### src/rtl/seg_scan_scheduler_pkg.sv
`default_nettype none
// ============================================================================
//  Module   : seg_scan_scheduler_pkg
//  Brief    : Shared types, widths and load-word layout for the segment
//             scan scheduler.
//  Revision : 1.0 - initial release
// ============================================================================
package seg_scan_scheduler_pkg;

    localparam int c_NUM_DIGITS = 3;
    localparam int c_SEG_W      = 7;
    localparam int c_DATA_W     = c_NUM_DIGITS * c_SEG_W;
    localparam int c_DIGIT_W    = 2;

    // Bit offsets of each digit pattern inside load_data
    localparam int c_DIG0_LSB   = 0;
    localparam int c_DIG1_LSB   = c_SEG_W;
    localparam int c_DIG2_LSB   = 2 * c_SEG_W;

    typedef enum logic [1:0] {
        ST_IDLE  = 2'd0,
        ST_BLANK = 2'd1,
        ST_SHOW  = 2'd2
    } state_t;

    // Extract the segment pattern for one digit from a packed load word
    function automatic logic [c_SEG_W-1:0] unpack_digit(
        input logic [c_DATA_W-1:0]  data,
        input logic [c_DIGIT_W-1:0] idx
    );
        logic [c_SEG_W-1:0] seg;
        case (idx)
            2'd0:    seg = data[c_DIG0_LSB +: c_SEG_W];
            2'd1:    seg = data[c_DIG1_LSB +: c_SEG_W];
            2'd2:    seg = data[c_DIG2_LSB +: c_SEG_W];
            default: seg = '0;
        endcase
        return seg;
    endfunction

endpackage
`default_nettype wire

### src/rtl/seg_scan_scheduler_slot_timer.sv
`default_nettype none
// ============================================================================
//  Module   : seg_scan_scheduler_slot_timer
//  Brief    : Modulo-SLOT slot counter with clear; flags the last blank
//             cycle and the last cycle of a slot.
//  Revision : 1.0 - initial release
// ============================================================================
module seg_scan_scheduler_slot_timer #(
    parameter int SLOT         = 10,
    parameter int BLANK_CYCLES = 2
) (
    input  logic clk30,
    input  logic rst,
    input  logic run_i,
    output logic at_blank_end_o,
    output logic at_slot_end_o
);

    localparam int c_CNT_W = (SLOT > 1) ? $clog2(SLOT) : 1;
    localparam logic [c_CNT_W-1:0] c_BLANK_LAST = c_CNT_W'(BLANK_CYCLES - 1);
    localparam logic [c_CNT_W-1:0] c_SLOT_LAST  = c_CNT_W'(SLOT - 1);

    logic [c_CNT_W-1:0] cnt_q;
    logic [c_CNT_W-1:0] cnt_d;

    assign at_blank_end_o = (cnt_q == c_BLANK_LAST);
    assign at_slot_end_o  = (cnt_q == c_SLOT_LAST);

    // Count while running, wrap exactly at SLOT-1, hold at zero otherwise
    always_comb begin
        cnt_d = '0;
        if (run_i) begin
            cnt_d = at_slot_end_o ? '0 : cnt_q + 1'b1;
        end
    end

    // Counter register
    always_ff @(posedge clk30 or posedge rst) begin
        if (rst) begin
            cnt_q <= '0;
        end else begin
            cnt_q <= cnt_d;
        end
    end

endmodule
`default_nettype wire

### src/rtl/seg_scan_scheduler.sv
`default_nettype none
// ============================================================================
//  Module   : seg_scan_scheduler
//  Brief    : Multiplexes a 7-segment bus across 3 digit selects with a
//             guard blank per slot; double-buffered pattern load committed
//             only at frame boundaries (or immediately while idle).
//  Revision : 1.0 - initial release
// ============================================================================
module seg_scan_scheduler
    import seg_scan_scheduler_pkg::*;
#(
    parameter int   CLK_HZ       = 30000000,
    parameter int   SCAN_HZ      = 1000,
    parameter int   BLANK_CYCLES = 300,
    parameter logic SEL_ON       = 1'b1
) (
    input  logic                clk30,
    input  logic                rst,
    input  logic                enable,
    input  logic                load_valid,
    input  logic [c_DATA_W-1:0] load_data,
    output logic                load_ready,
    output logic [c_SEG_W-1:0]  LED,
    output logic [2:0]          LEDC,
    output logic                frame_done
);

    localparam int c_SLOT = CLK_HZ / SCAN_HZ;
    localparam logic [c_DIGIT_W-1:0] c_LAST_DIGIT = c_DIGIT_W'(c_NUM_DIGITS - 1);

    state_t                 state_q, state_d;
    logic [c_DIGIT_W-1:0]   digit_q, digit_d;
    logic [c_DATA_W-1:0]    active_q, active_d;
    logic [c_DATA_W-1:0]    pend_q, pend_d;
    logic                   pend_full_q, pend_full_d;
    logic [c_SEG_W-1:0]     led_q, led_d;
    logic [2:0]             ledc_q, ledc_d;
    logic                   frame_done_q, frame_done_d;

    logic w_run;
    logic w_at_blank_end;
    logic w_at_slot_end;
    logic w_accept;
    logic w_frame_end;
    logic w_commit;

    // The slot counter runs only while scanning; entering or leaving IDLE clears it
    assign w_run = (state_q != ST_IDLE) && enable;

    seg_scan_scheduler_slot_timer #(
        .SLOT         (c_SLOT),
        .BLANK_CYCLES (BLANK_CYCLES)
    ) u_slot_timer (
        .clk30          (clk30),
        .rst            (rst),
        .run_i          (w_run),
        .at_blank_end_o (w_at_blank_end),
        .at_slot_end_o  (w_at_slot_end)
    );

    assign load_ready = ~pend_full_q;
    assign LED        = led_q;
    assign LEDC       = ledc_q;
    assign frame_done = frame_done_q;

    // Next-state, buffer and registered-output logic
    always_comb begin
        state_d      = state_q;
        digit_d      = digit_q;
        active_d     = active_q;
        pend_d       = pend_q;
        pend_full_d  = pend_full_q;
        led_d        = '0;
        ledc_d       = {3{~SEL_ON}};
        frame_done_d = 1'b0;

        w_accept    = load_valid && !pend_full_q;
        w_frame_end = (state_q == ST_SHOW) && (digit_q == c_LAST_DIGIT) && w_at_slot_end;

        case (state_q)
            ST_IDLE: begin
                if (enable) begin
                    state_d = ST_BLANK;
                    digit_d = '0;
                end
            end
            ST_BLANK: begin
                if (w_at_blank_end) begin
                    state_d = ST_SHOW;
                end
            end
            ST_SHOW: begin
                if (w_at_slot_end) begin
                    state_d = ST_BLANK;
                    digit_d = (digit_q == c_LAST_DIGIT) ? '0 : digit_q + 1'b1;
                end
            end
            default: begin
                state_d = ST_IDLE;
                digit_d = '0;
            end
        endcase

        // Dropping enable overrides everything and suppresses the frame pulse
        if (!enable) begin
            state_d = ST_IDLE;
            digit_d = '0;
        end

        frame_done_d = enable && w_frame_end;

        // Pending can never be both committed and refilled on the same edge,
        // since ready is low whenever pending holds data
        w_commit = pend_full_q && ((state_q == ST_IDLE) || (enable && w_frame_end));
        if (w_commit) begin
            active_d    = pend_q;
            pend_full_d = 1'b0;
        end
        if (w_accept) begin
            pend_d      = load_data;
            pend_full_d = 1'b1;
        end

        if (state_d == ST_SHOW) begin
            led_d = unpack_digit(active_d, digit_d);
            for (int i = 0; i < c_NUM_DIGITS; i++) begin
                if (digit_d == c_DIGIT_W'(i)) begin
                    ledc_d[i] = SEL_ON;
                end
            end
        end
    end

    // State, buffers and output registers
    always_ff @(posedge clk30 or posedge rst) begin
        if (rst) begin
            state_q      <= ST_IDLE;
            digit_q      <= '0;
            active_q     <= '0;
            pend_q       <= '0;
            pend_full_q  <= 1'b0;
            led_q        <= '0;
            ledc_q       <= {3{~SEL_ON}};
            frame_done_q <= 1'b0;
        end else begin
            state_q      <= state_d;
            digit_q      <= digit_d;
            active_q     <= active_d;
            pend_q       <= pend_d;
            pend_full_q  <= pend_full_d;
            led_q        <= led_d;
            ledc_q       <= ledc_d;
            frame_done_q <= frame_done_d;
        end
    end

endmodule
`default_nettype wire
### config.mk
export PLATFORM = sky130hd
export DESIGN_NAME = seg_scan_scheduler
export DESIGN_NICKNAME = d
export VERILOG_FILES = /design/src/rtl/seg_scan_scheduler_pkg.sv /design/src/rtl/seg_scan_scheduler_slot_timer.sv /design/src/rtl/seg_scan_scheduler.sv
export SDC_FILE = /design/constraint.sdc
export NUM_CORES = 1
export LEC_CHECK = 0
export CORE_ASPECT_RATIO = 0.5
export CORE_MARGIN = 3
export CORE_UTILIZATION = 50
export DETAILED_ROUTE_END_ITERATION = 10
export DONT_BUFFER_PORTS = 1
export SLEW_MARGIN = 40
export SYNTH_ARGS = -nofsm -noshare
export SYNTH_HDL_FRONTEND = slang
export SYNTH_HIERARCHICAL = 1
export SYNTH_SLANG_ARGS = --single-unit
### constraint.sdc
create_clock -name clk30 -period 3.5 [get_ports clk30]
set_input_delay 0.35 -clock clk30 [delete_from_list [all_inputs] [get_ports clk30]]
set_output_delay 0.35 -clock clk30 [all_outputs]
set_load 0.02 [all_outputs]
[After elaboration in Yosys (flattened, before gate mapping)]
Index checks and enable logic that the tools add are counted.
Word-level totals
  flip-flop bits (word level): 73
  output and inout port bits: 12
  logic and storage cells: 51
  input bits: 25
Cells by class
  reductions and logical operators: 12
  equal/unequal tests: 8
  add/subtract/negate cells: 2
  bitwise gates (word level): 1
  muxes and demuxes: 19
Operators with widths (count)
  15-bit two-way mux: 2
  21-bit two-way mux: 1
  7-bit case mux with 3 select lines: 1
  15-bit by 1-bit adder with 15-bit output, second input constant: 1
  15-bit == test, second input constant: 1
  15-bit by 9-bit == test with 1-bit output, second input constant: 1
  2-bit two-way mux: 6
  2-bit == test, second input constant: 4
  7-bit two-way mux: 1
  1-bit logical AND: 6
  2-bit case mux with 3 select lines: 1
  1-bit two-way mux: 5
  2-bit by 1-bit == test with 1-bit output, second input constant: 2
  2-bit logical NOT: 2
  2-bit case mux with 2 select lines: 1
  2-bit nonzero test: 2
  3-bit two-way mux: 1
  2-bit by 1-bit adder with 2-bit output, second input constant: 1
  1-bit logical NOT: 1
  1-bit logical OR: 1
  1-bit inverter: 1

[Depth between registers and ports, before layout]
  word-level depth: 9
  gate-level depth with buffers: 9
  mapped depth without buffers: 9

[By module]
Netlist, hierarchy kept.
By module, submodules not included
  seg_scan_scheduler: cells each 178, area each 2442.3 sq um, seq. area each 1451.4 sq um, times used 1
  seg_scan_scheduler_slot_timer: cells each 82, area each 793.3 sq um, seq. area each 375.4 sq um, times used 1

[Worst setup path after synthesis]
Ideal clock, no wire load.
  kind: register -> register
  from: reg u_slot_timer.cnt_q[6]
  to: reg led_q[0], in the netlist LED[0]
  setup time: 0.127 ns
  slack: 0.891 ns
  required time: 3.373 ns
  path buffers: 2
  clock period less this slack: 2.609 ns
  stages on the path, launching flop included: 10
  arrival: 2.482 ns
  cells stage by stage: dfrtp_1 -> buf_6 -> or4b_4 -> nor4_4 -> nand3b_4 -> o31ai_4 -> buf_6 -> mux2_2 -> nand3_1 -> a31oi_1
Between the ends
  longest elaborated chain between the ends: 8
  elaborated cells between the ends (all ways): 20
  those cells by class: eq/ne: 5; mux: 10; reduce/logical: 5
Ends and longest elaborated chain
  start, declared: RTL line seg_scan_scheduler_slot_timer.sv:23  | logic [c_CNT_W-1:0] cnt_q;
  start signal, assigned: RTL line seg_scan_scheduler_slot_timer.sv:42  | cnt_q <= cnt_d;
  15-bit == test: RTL line seg_scan_scheduler_slot_timer.sv:27  | assign at_slot_end_o = (cnt_q == c_SLOT_LAST);
  named net w_at_slot_end: RTL line seg_scan_scheduler.sv:42  | logic w_at_slot_end;
  1-bit logical AND: RTL line seg_scan_scheduler.sv:78  | w_frame_end = (state_q == ST_SHOW) && (digit_q == c_LAST_DIGIT) && w_at_slot_end;
  1-bit logical AND: RTL line seg_scan_scheduler.sv:114  | w_commit = pend_full_q && ((state_q == ST_IDLE) || (enable && w_frame_end));
  1-bit logical OR: RTL line seg_scan_scheduler.sv:114
  1-bit logical AND: RTL line seg_scan_scheduler.sv:114
  21-bit two-way mux: RTL line seg_scan_scheduler.sv:115  | if (w_commit) begin
  named net active_d[14]: RTL line seg_scan_scheduler.sv:33  | logic [c_DATA_W-1:0] active_q, active_d;
  7-bit case mux with 3 select lines: RTL line seg_scan_scheduler_pkg.sv:32  | case (idx)
  7-bit two-way mux: RTL line seg_scan_scheduler.sv:124  | if (state_d == ST_SHOW) begin
  named net led_d[0]: RTL line seg_scan_scheduler.sv:36  | logic [c_SEG_W-1:0] led_q, led_d;
  end signal, assigned: RTL line seg_scan_scheduler.sv:151  | led_q <= led_d;
  end, declared: RTL line seg_scan_scheduler.sv:36
The timed path passes the listed nets, and every way through them passes these cells.
A chain may end at the register's enable or synchronous reset.

[Worst setup path after layout]
  from: reg u_slot_timer.cnt_q[7]
  to: reg ledc_q[0], in the netlist LEDC[0]
Between the ends
  longest elaborated chain between the ends: 7
  elaborated cells between the ends (all ways): 13
  those cells by class: eq/ne: 3; mux: 9; reduce/logical: 1
Ends and longest elaborated chain
  15-bit == test: RTL line seg_scan_scheduler_slot_timer.sv:27
  named net w_at_slot_end: RTL line seg_scan_scheduler.sv:42
  2-bit two-way mux: RTL line seg_scan_scheduler.sv:93  | if (w_at_slot_end) begin
  2-bit case mux with 2 select lines: RTL line seg_scan_scheduler.sv:80  | case (state_q)
  2-bit two-way mux: RTL line seg_scan_scheduler.sv:105  | if (!enable) begin
  named net digit_d[1]: RTL line seg_scan_scheduler.sv:32  | logic [c_DIGIT_W-1:0] digit_q, digit_d;
  2-bit logical NOT: RTL line seg_scan_scheduler.sv:127  | if (digit_d == c_DIGIT_W'(i)) begin
  1-bit two-way mux: RTL line seg_scan_scheduler.sv:127
  3-bit two-way mux: RTL line seg_scan_scheduler.sv:124
  named net ledc_d[0]: RTL line seg_scan_scheduler.sv:37  | logic [2:0] ledc_q, ledc_d;
  end signal, assigned: RTL line seg_scan_scheduler.sv:143  | ledc_q <= {3{~SEL_ON}};
  end signal, assigned: RTL line seg_scan_scheduler.sv:152  | ledc_q <= ledc_d;
  end, declared: RTL line seg_scan_scheduler.sv:37
The timed path passes the listed nets, and every way through them passes these cells.

==> metrics <==
flops & latches, synth 73; crit path kind flop to flop; TritonCTS clock tree yes; residual DRC count 0; Final ANT Viol Nets 0; Net Sw Frac 0.242; via count 1968; post-route worst setup slack between 500 and 600 ps; CTS buffer count 9; CP Launch Type flop; Synth Instances 260; H-tree depth 3; PwrDens 610 nW/um^2; IO Count 37; status complete, no violations; most frequent cells in the layout dfrtp_1 (73), mux2_2 (40), nand3_1 (28), nor2_1 (23), xnor2_1 (10); Internal Power 1.66 mW; vias in the first global route around 2100; Avg Cell Area, Syn 12.4 um^2; DRT Wirelength 5.95 mm; die area 7530 um^2; clock sinks 73; RSZ-0062 raised after global routing false; Post-CTS Resized 0; number of diodes 0; Unique masters post-synth 43; Fmax achieved 0.336 GHz; Min Clock Period, post-route 2970 ps; Tot GR Track Use 0.176; wire per inst 16.6 um; Die X roughly 120 um; Slew headroom 0.572; gpl congestion 0.832; iteration count of the initial detailed-routing pass 4; Via-to-Cell Ratio 5.48; switching power 530 uW; Worst Tran Pin Value 641 ps; Yosys top cell by area dfrtp_1; syn nets 290; sequential share of power 0.483; maximum VDD drop 0.401 mV; worst skew pair latency 340 ps; top cell type's share of synthesized area 0.565; Iteration-0 DRC Markers between 100 and 150; Die H 62.9 um; synth top area cells dfrtp_1 (56%), mux2_2 (14%), nand3_1 (4.3%); clk_skew between 9 and 10 ps; Setup Buffers After CTS 0; Critical Path AT around 3200 ps; Slew Limit Fails 0; initial antenna violation count 0; CP Capture Type flop; dpl ws 538 ps; CTS max path bufs 2; Buffers on Ports 0; Synth warnings 6; worst hold path class input pin to flop; area delta synth->final 10.9%; row count 20; post-synthesis sequential area ratio 0.565; total grt overflow 0; CP max FO 15; most common cell after layout, fill and taps aside dfrtp_1; Syn Std Cell Area 3240 um^2; share of cells above drive strength 1 0.266; final worst path period share 0.849; first-pass GRT wire length between 10 and 15 mm; Clk pwr share 0.382; largest net degree at the start of global routing 36; combinational power share 0.135; initial core utilization 0.526; sum of negative setup slack 0 ps; Cell Area, Placed approximately 3300 um^2; Root Buffer clkbuf_16; endpoints failing setup 0; clk slew on worst S/H paths ~60 ps; Final nets 296; maxcap violations 0; Crit path required time between 3000 and 4000 ps; design area 3590 um^2; dpl hpwl 4.06 mm; final hold viol count 0; core area about 6200 um^2; P_leak 1.51 nW
==> cells by family after synthesis <==
logic type               count (synthesis)  share of synthesized area
flip-flops                              73                      0.565
multiplexers                            42                      0.147
adder cells (fa/ha/maj)                  5                     0.0193
AND/OR/NAND/NOR                         91                      0.155
buffers and inverters                   18                     0.0344
AO/OA/AOI/OAI                           18                     0.0437
XOR/XNOR                                13                     0.0352
==> stage by stage <==
stage	power [mW]	std cells	hold slack, ps	utilization
2_1_floorplan	1.30	260	251	-
3_3_place_gp	1.36	341	326	0.534
3_5_place_dp	1.37	341	335	0.535
4_1_cts	2.22	358	39.1	0.581
5_1_grt	2.31	359	141	0.583
6_report	2.19	359	161	0.583
==> area by class of cell <==
class	count	area [um^2]
fill	529	2570
sequential	73	1830
multi-input combinational	169	1310
clock buffer	12	246
tap	88	110
timing repair buffer	4	35.0
inverter	9	35.0
clock inverter	4	28.8
==> worst max-delay path: stages (launching register included) <==
cell and delay [ps]:
dfrtp_1 450, or4b_4 590, nor4_4 430, and2b_2 290, o21ai_0 200, a21o_2 330
clkinv_1 290, nor3_1 290
==> synthesized netlist by cell type <==
master     number
ha_1            5
nor4_1          3
a21o_2          2
and2_1          1
mux2_4          1
xnor2_1        10
nand3b_4        1
mux2_2         40
clkbuf_1        3
nor3b_1         1
nand3b_1        1
a31oi_1         7
buf_6           4
dfrtp_1        73
clkbuf_8        1
mux2_1          1
nor4_4          1
nand2b_1        2
and3b_1         1
or2b_2          1
o21ai_0         3
nor4b_1         1
clkbuf_4        1
o22ai_1         1
a2111oi_2       1
o22a_2          1
nand2_2         1
nor3_1          7
nand4_1         3
or4bb_1         1
a21oi_1         1
nor2b_1         2
inv_1           7
and2b_2         2
xor2_1          3
clkinv_1        2
nand3_1        28
nor2_1         23
o31ai_4         1
o21bai_1        1
or4b_4          1
and2_2          1
nand2_1         9
==> registers in the layout, summed over array words and instances (netlist names) <==
signal              count
state_q                 2
digit_q                 2
pend_q                 21
frame_done              1
u_slot_timer/cnt_q     15
active_q               21
LED                     7
LEDC                    3
pend_full_q             1
==> power groups by stage <==
stage	logic, mW	clock network, mW	registers, mW
floorplan	0.250	0	1.05
global placement	0.294	0	1.07
detailed placement	0.298	0	1.07
CTS	0.302	0.861	1.06
global route	0.327	0.907	1.08
finish	0.294	0.836	1.06
==> repair_timing <==
action | in CTS | in global routing
hold buffers | 1 | 1
endpoints found under the setup margin | 0 | 0
endpoints found under the hold margin | 15 | 28
==> layer usage <==
layer,up-vias,share of wire,global-route usage
met2,37,0.49,0.284
met5,-,0,0
li1,921,-,-
met3,12,0.058,0.0814
met4,0,0.017,0.0685
met1,998,0.43,0.207
==> final timing paths <==
path                                         end                   from  slack (ps)  cells after the start
hold reg to reg            u_slot_timer/cnt_q[0]  u_slot_timer/cnt_q[0]         460                      1
setup / recovery                         LEDC[0]  u_slot_timer/cnt_q[7]         530                      7
hold / removal                        pend_q[19]          load_data[19]         160                      1
min in group asynchronous  u_slot_timer/cnt_q[0]                    rst         520                      2
setup reg to reg                         LEDC[0]  u_slot_timer/cnt_q[7]         530                      7
max in group asynchronous              pend_q[4]                    rst        2230                      3
Note: power is estimated with default switching activity, not from simulation.
